### src/rtl/vm_pkg.sv
// Shared constants for the vending-machine input conditioner: debounce lengths
// and the channel index map used by the top level.
package vm_pkg;

  localparam int DEFAULT_DEBOUNCE_CYC = 1_000_000;
  localparam int SIM_DEBOUNCE_CYC     = 4;
  localparam int NUM_CH               = 3;

  typedef enum logic [1:0] {
    CH_COIN   = 2'd0,
    CH_COFFEE = 2'd1,
    CH_SPRITE = 2'd2
  } ch_idx_e;

endpackage

### src/rtl/vm_debounce_ch.sv
// One conditioner channel: two-flop synchroniser, stable-count debouncer and
// a single-cycle pulse on each accepted press (debounced 0->1).
module vm_debounce_ch
  import vm_pkg::*;
#(
  parameter int DEBOUNCE_CYC = DEFAULT_DEBOUNCE_CYC
) (
  input  logic clk,
  input  logic rst_n,
  input  logic raw,
  output logic pulse
);

  localparam int CNT_W = $clog2(DEBOUNCE_CYC + 1);
  localparam logic [CNT_W-1:0] CNT_LAST = CNT_W'(DEBOUNCE_CYC - 1);

  logic             meta_q;
  logic             sync_q;
  logic             db_q;
  logic [CNT_W-1:0] cnt;
  logic             accept;

  always_ff @(posedge clk or negedge rst_n) begin
    if (!rst_n) begin
      meta_q <= 1'b0;
      sync_q <= 1'b0;
    end else begin
      meta_q <= raw;
      sync_q <= meta_q;
    end
  end

  // A change is accepted only after DEBOUNCE_CYC consecutive differing samples;
  // any matching sample restarts the count, so the counter can never wrap.
  assign accept = (sync_q != db_q) && (cnt == CNT_LAST);

  always_ff @(posedge clk or negedge rst_n) begin
    if (!rst_n) begin
      db_q <= 1'b0;
      cnt  <= '0;
    end else if (sync_q == db_q) begin
      cnt <= '0;
    end else if (accept) begin
      db_q <= sync_q;
      cnt  <= '0;
    end else begin
      cnt <= cnt + 1'b1;
    end
  end

  always_ff @(posedge clk or negedge rst_n) begin
    if (!rst_n) begin
      pulse <= 1'b0;
    end else begin
      pulse <= accept && sync_q;
    end
  end

endmodule

### src/rtl/vm_input_conditioner.sv
// Vending-machine front end: polarity fix-up plus three debounce channels.
// Optional VM_BTN_INTERLOCK_EN suppresses simultaneous coffee/sprite presses.
module vm_input_conditioner
  import vm_pkg::*;
#(
  parameter int DEBOUNCE_CYC  = DEFAULT_DEBOUNCE_CYC,
  parameter bit IN_ACTIVE_LOW = 1'b0
) (
  input  logic clk,
  input  logic rst_n,
  input  logic i_coin_raw,
  input  logic i_coffee_raw,
  input  logic i_sprite_raw,
  output logic o_coin,
  output logic o_coffee,
  output logic o_sprite
`ifdef VM_BTN_INTERLOCK_EN
  ,
  output logic o_conflict
`endif
);

  logic [NUM_CH-1:0] raw_vec;
  logic [NUM_CH-1:0] cond_vec;
  logic [NUM_CH-1:0] pulse_vec;

  assign raw_vec[CH_COIN]   = i_coin_raw;
  assign raw_vec[CH_COFFEE] = i_coffee_raw;
  assign raw_vec[CH_SPRITE] = i_sprite_raw;

  // Pressed-low boards are normalised before the synchroniser so that the
  // reset value of every channel means "released".
  assign cond_vec = IN_ACTIVE_LOW ? ~raw_vec : raw_vec;

  for (genvar ch = 0; ch < NUM_CH; ch++) begin : g_ch
    vm_debounce_ch #(
      .DEBOUNCE_CYC(DEBOUNCE_CYC)
    ) u_ch (
      .clk  (clk),
      .rst_n(rst_n),
      .raw  (cond_vec[ch]),
      .pulse(pulse_vec[ch])
    );
  end

  assign o_coin = pulse_vec[CH_COIN];

`ifdef VM_BTN_INTERLOCK_EN
  logic clash;

  // Both drink pulses come from flops, so a same-edge clash is seen here as
  // both being high together; each channel has already latched its press.
  assign clash      = pulse_vec[CH_COFFEE] & pulse_vec[CH_SPRITE];
  assign o_coffee   = pulse_vec[CH_COFFEE] & ~clash;
  assign o_sprite   = pulse_vec[CH_SPRITE] & ~clash;
  assign o_conflict = clash;
`else
  assign o_coffee = pulse_vec[CH_COFFEE];
  assign o_sprite = pulse_vec[CH_SPRITE];
`endif

endmodule

### config.mk
export PLATFORM = sky130hd
export DESIGN_NAME = vm_input_conditioner
export DESIGN_NICKNAME = d
export VERILOG_FILES = /design/src/rtl/vm_pkg.sv /design/src/rtl/vm_debounce_ch.sv /design/src/rtl/vm_input_conditioner.sv
export SDC_FILE = /design/constraint.sdc
export NUM_CORES = 1
export LEC_CHECK = 0
export CORE_MARGIN = 2
export CORE_UTILIZATION = 35
export CTS_BUF_LIST = sky130_fd_sc_hd__clkbuf_16
export DETAILED_ROUTE_END_ITERATION = 8
export HOLD_SLACK_MARGIN = 0.08
export SYNTH_ARGS = -nofsm -noshare
export SYNTH_HDL_FRONTEND = slang
export SYNTH_SLANG_ARGS = --single-unit
export TNS_END_PERCENT = 50
### constraint.sdc
create_clock -name clk -period 2.8 [get_ports clk]
set_input_delay 0.42 -clock clk [delete_from_list [all_inputs] [get_ports clk]]
set_output_delay 0.42 -clock clk [all_outputs]
set_load 0.01 [all_outputs]
==> results of run 1 <==
-- layout by cell type (no fill, tap or decap), drive strengths merged, types with 7 or more instances in the layout --
| cell type | instances |
|---|---|
| xnor2 | 25 |
| nand3 | 24 |
| clkbuf | 9 |
| o31ai | 13 |
| dfrtp | 72 |
| nor3 | 12 |
| nor4 | 9 |
| or4 | 13 |
| or3 | 7 |
| nor2 | 47 |
| a21oi | 17 |
| o21ai | 8 |
| inv | 18 |
| xor2 | 15 |
| nand2 | 14 |
| nand4 | 12 |
-- registers in the layout (all words and copies together) (netlist names) --
name              count
g_ch.u_ch.sync_q      3
g_ch.u_ch.meta_q      3
g_ch.u_ch.pulse       3
g_ch.u_ch.db_q        3
g_ch.u_ch.cnt        60
-- cell usage after synthesis (all sizes together) --
cell     n
dfrtp   72
nor2    47
xnor2   25
nand3   24
a21oi   17
inv     16
xor2    15
nand2   14
o31ai   13
or4     13
nand4   12
nor3    12
nor4     9
o21ai    8
or3      7
and3     5
buf      5
clkbuf   4
or2      4
ha       3
and3b    2
mux2     2
nor4b    2
nor4bb   2
or4b     2
and2     1
mux2i    1
-- worst paths after layout --
| check | from | endpoint | slack, ps | cells after the start |
|---|---|---|---|---|
| max in group asynchronous | rst_n | g_ch[0].u_ch.cnt[13]$_DFF_PN0_ | 2040 | 2 |
| max reg2reg | g_ch[1].u_ch.cnt[0]$_DFF_PN0_ | g_ch[1].u_ch.cnt[18]$_DFF_PN0_ | 690 | 5 |
| max | g_ch[1].u_ch.cnt[0]$_DFF_PN0_ | g_ch[1].u_ch.cnt[18]$_DFF_PN0_ | 690 | 5 |
| min | rst_n | g_ch[1].u_ch.cnt[2]$_DFF_PN0_ | 100 | 1 |
| min in group clk | g_ch[2].u_ch.meta_q$_DFF_PN0_ | g_ch[2].u_ch.sync_q$_DFF_PN0_ | 350 | 0 |
| min reg2reg | g_ch[2].u_ch.meta_q$_DFF_PN0_ | g_ch[2].u_ch.sync_q$_DFF_PN0_ | 350 | 0 |
-- metal layers --
metal / GRT usage / part of all wire / vias up
met2: 0.220 / 0.48 / 18
met4: 0.0482 / 0.012 / 0
met1: 0.169 / 0.48 / 1170
met5: 0 / 0 / -
li1: - / - / 1218
met3: 0.0373 / 0.023 / 5
-- power by group through the flow --
stage          clock [mW]  combinational [mW]  sequential, mW
2_1_floorplan           0              0.0320            1.09
3_3_place_gp            0              0.0700            1.09
3_5_place_dp            0              0.0713            1.09
4_1_cts              1.35              0.0714            1.07
5_1_grt              1.39              0.0806            1.07
6_report             1.31              0.0683            1.07
-- kinds of logic after synthesis --
kind of cell,Yosys count,synth area share
simple gates,156,0.247
flops,72,0.531
xor+xnor,40,0.103
compound gates,38,0.0696
buf+inv,25,0.0295
mux,3,0.00958
fa+ha+maj,3,0.0111
-- stage by stage --
stage / instances / power, mW
after floorplan: 337 / 1.12
after global placement: 468 / 1.16
after detailed placement: 468 / 1.16
after CTS: 484 / 2.49
after global routing: 484 / 2.54
final: 484 / 2.45
-- layout make-up --
cell class	count	area, µm²	share of cell area
clock buffer	9	225	0.0567
clock inverter	7	120	0.0302
tap	129	161	0.0406
sequential	72	1800	0.453
inverter	16	60.1	0.0151
timing repair buffer	11	108	0.0271
multi-input combinational	240	1500	0.377
-- worst max-delay path, cell delays in order, from the launching register on --
cell     delay [ps]
dfrtp_1         410
ha_1            240
nand2_1         100
or4_1           630
or4_1           510
a21oi_1         150
==> impl_metrics.csv, run 1 <==
group,metric,value,unit
status,status,"finished clean",
drt,routed_wl,6050,µm
drt,via_per_inst,4.98,
final_layout,fillers,911,
final_layout,fin_area,0.00398,mm²
yosys,synth_cell_types,35,
power,switchingPower,495,µW
final_layout,area_delta_synth_final,17.1,%
worst_setup_path,crit_fanout,8,
yosys,ys_seq_area_frac,0.531,
power,seqPwrFrac,0.437,
drt,detail-route-antenna-nets,0,
global_route,antenna_found_initial,0,
run,drv_cap,0,
yosys,synth_area,0.00340,mm²
placement,pre_cts_ws,704,ps
power,powerDensity,615,mW/mm²
yosys,yosysTopAreaCellShare,0.531,
sta,hold_ws,98.7,ps
sta,finalSetupViolations,0,
hold_path,hold_path_class,"in -> async",
worst_setup_path,path_class,"reg -> reg",
drt,drc,0,
global_route,grt_first_pass_wirelength,11000,µm
power,intPower,1.95,mW
sta,worst_slew_pin_slew,777,ps
final_layout,drive_gt1_frac,0.0986,
drt,avgRoutedWirePerCell,12.5,µm
clock_network,cts.sinks,72,
clock_network,ctsHoldBuffers,0,
global_route,grt_usage,0.133,
final_layout,antenna_cells,0,
sta,rsz0062_at_grt,"no",
sta,fin_crit_sh,0.755,
placement,gp_congestion,0.799,
worst_setup_path,crit_arrival,2360,ps
yosys,syn_avg_cell_area,10.1,µm²
floorplanning,core_area,0.00933,mm²
sta,fin_ws,686,ps
floorplanning,start_util,0.364,
worst_setup_path,critPathLaunchType,"register",
clock_network,cts-resized-gates,0,
clock_network,clk_pin_slew,60,ps
sta,layout_min_cycle_time,2110,ps
clock_network,clockBufferDepth,2,
floorplanning,io_pins,8,
drt,drt_first_pass_iters,4,
sta,drv_slew,0,
placement,place_area,0.00363,mm²
power,ir_drop,0.000353,V
global_route,overflow,0,
drt,drtIter0Drc,98,
sta,fin_setup_tns,0,ps
sta,hold_viol,0,
yosys,synthTopCellsByArea,"dfrtp_1, xnor2_1, nor2_1",
clock_network,cts-htree-levels,3,
clock_network,cts_root_buf,"clkbuf_16",
clock_network,cts_setup_buffers,0,
yosys,synth_cells,337,
worst_setup_path,crit_required,3050,ps
global_route,grt_max_degree,48,
floorplanning,die_area,0.0105,mm²
yosys,synth_area_leader_cell,"dfrtp_1",
clock_network,cts_tree,"built",
final_layout,utilization,0.426,
floorplanning,die_w,103,µm
sta,finClkSkew,6.23,ps
power,p_clk_frac,0.535,
global_route,grt_pass1_vias,2469,
sta,max_freq,473,MHz
worst_setup_path,cp-end-kind,"register",
floorplanning,die_y,103,µm
yosys,ys_ff_latch,72,
sta,max_slew_margin,0.482,
floorplanning,row_count,35,
power,p_leak,1.56,nW
yosys,synth.net_count,345,
power,p_sw_frac,0.202,
clock_network,clk_latency,330,ps
power,combinationalPowerShare,0.028,
placement,hpwl,4100,µm
drt,routed-via-count,2411,
placement,portBuffers,7,
clock_network,cts_made_buffers,9,
final_layout,final_nets,358,
yosys,ys_warn_count,0,
Note: power is estimated with default switching activity, not from simulation.
==> run 2, diff against run 1 <==
Clock period 2.8 ns to 1.85 ns, I/O delays scaled along.
==> run 2 against run 1 <==
Effect of this change:
- register-to-register slack lost 660 ps
- flip-flop and latch count is the same
- setup slack lost 660 ps
- clock skew shrank 2.3 ps
- design area grew 6.7%
- maximum frequency grew 16%
- die area is the same
- total power grew 34%
- first-iteration DRC count grew 19%
- sequential power grew 51%
- critical endpoint unchanged
- utilization grew 2.8 points
==> impl_metrics.csv, run 2 (synthesis results as in run 1) <==
group,metric,value,unit
sta,fin_crit_sh,0.984,
drt,drc,0,
clock_network,clk_latency,320,ps
drt,detail-route-antenna-nets,0,
final_layout,fillers,876,
global_route,antenna_found_initial,0,
worst_setup_path,path_class,"reg -> reg",
final_layout,final_nets,394,
final_layout,largest_register,"g_ch.u_ch.cnt",
clock_network,cts_made_buffers,9,
drt,routed-via-count,2549,
drt,routed_wl,6420,µm
drt,drt_first_pass_iters,4,
sta,max_slew_margin,0.654,
worst_setup_path,critPathLaunchType,"register",
run,drv_cap,0,
final_layout,fin_area,0.00424,mm²
clock_network,cts.sinks,72,
placement,place_area,0.00389,mm²
drt,via_per_inst,4.90,
sta,max_freq,549,MHz
sta,finClkSkew,3.89,ps
sta,worst_slew_pin_slew,519,ps
clock_network,cts-htree-levels,3,
final_layout,final_common_cell,"dfrtp_1",
floorplanning,die_w,103,µm
drt,avgRoutedWirePerCell,12.3,µm
final_layout,antenna_cells,0,
clock_network,clockBufferDepth,2,
placement,gp_congestion,0.744,
clock_network,cts_root_buf,"clkbuf_16",
global_route,grt_pass1_vias,2477,
global_route,grt_max_degree,41,
floorplanning,start_util,0.364,
drt,drtIter0Drc,117,
power,powerDensity,771,mW/mm²
placement,dp.cells,500,
floorplanning,core_area,0.00933,mm²
global_route,use_met1,0.180,
floorplanning,die_y,103,µm
floorplanning,io_pins,8,
status,status,"finished clean",
sta,drv_slew,0,
hold_path,hold_path_class,"reg -> reg",
floorplanning,row_count,35,
sta,finalSetupViolations,0,
final_layout,layout.cells.non_filler,520,
placement,hpwl,4410,µm
sta,rsz0062_at_grt,"yes",
worst_setup_path,crit_fanout,8,
placement,portBuffers,7,
sta,hold_viol,0,
global_route,grt_usage,0.137,
clock_network,clk_pin_slew,60,ps
worst_setup_path,crit_arrival,2070,ps
floorplanning,die_area,0.0105,mm²
final_layout,drive_gt1_frac,0.205,
global_route,overflow,0,
clock_network,cts_tree,"built",
global_route,gr-usage-met3,0.0366,
sta,layout_min_cycle_time,1820,ps
global_route,grt-busiest-layer,"met2",
final_layout,final_cell_mix,"dfrtp_1, nor2_1, buf_4",
power,p_leak,1.72,nW
worst_setup_path,crit_required,2100,ps
power,ir_drop,0.000517,V
global_route,grt_first_pass_wirelength,11400,µm
global_route,grtUsageMet2,0.222,
final_layout,area_delta_synth_final,24.9,%
worst_setup_path,cp-end-kind,"register",
final_layout,largest_reg_flops,60,
run 2: cell count changes in the layout (fill, tap and decap cells not counted), sizes merged:
cell / delta
inv: -1
clkinvlp: +1
dlygate4sd3: +1
buf: +35
bufinv: -3
clkinv: +3
run 2: report_power, final:
part	total, mW	leakage (nW)	switching, mW	internal (mW)
clock	1.52	0.136	0.628	0.893
sequential	1.62	0.985	0.0187	1.60
combinational	0.133	0.599	0.0774	0.0552
run 2: timing repair:
action / CTS / global route
pin swaps: 0 / 2
gates cloned: 0 / 1
hold buffers: 1 / 0
resized for setup: 3 / 12
hold endpoints to repair: 38 / 0
endpoints found under the setup margin: 5 / 26
setup buffers: 0 / 2
run 2: worst paths after layout:
check | from | end | slack, ps | depth (start not counted)
worst max-delay path | g_ch[1].u_ch.cnt[0]$_DFF_PN0_ | g_ch[1].u_ch.cnt[18]$_DFF_PN0_ | 30 | 5
worst min register to register | g_ch[0].u_ch.meta_q$_DFF_PN0_ | g_ch[0].u_ch.sync_q$_DFF_PN0_ | 340 | 0
worst min-delay path | g_ch[0].u_ch.meta_q$_DFF_PN0_ | g_ch[0].u_ch.sync_q$_DFF_PN0_ | 340 | 0
min in group asynchronous | rst_n | g_ch[1].u_ch.cnt[0]$_DFF_PN0_ | 470 | 2
worst max register to register | g_ch[1].u_ch.cnt[0]$_DFF_PN0_ | g_ch[1].u_ch.cnt[18]$_DFF_PN0_ | 30 | 5
max in group asynchronous | rst_n | g_ch[0].u_ch.cnt[16]$_DFF_PN0_ | 830 | 3
run 2: worst max-delay path, stage by stage (launching register included):
cell and delay (ps):
dfrtp_1 370, ha_2 200, nand2_2 50, or4_4 460
or4_4 540, a21oi_2 130
run 2: stage by stage:
stage	TNS [ps]	utilization	power (mW)	worst slack (ps)	hold WS [ps]
after global routing	-82.3	0.455	3.43	-43.6	355
after floorplan	-0.153	-	1.69	-0.153	-18.1
after CTS	0	0.448	3.32	9.64	346
after global placement	0	0.417	1.77	9.99	297
final	0	0.455	3.27	30.1	345
after detailed placement	-55.7	0.417	1.77	-33.8	295
run 2: layout make-up:
cell class                      count  area (µm²)  share of cell area
Clock inverter                      7        40.0             0.00944
Timing Repair Buffer               47         403              0.0950
Tap cell                          129         161              0.0381
Multi-Input combinational cell    240        1550               0.365
Sequential cell                    72        1800               0.425
Inverter                           16        60.1              0.0142
Clock buffer                        9         225              0.0531
run 2: per-layer routing:
metal | vias up | wire (µm)
met5 | - | 0
met2 | 17 | 3170
met4 | 0 | 61
met3 | 5 | 123
li1 | 1291 | -
met1 | 1236 | 3070
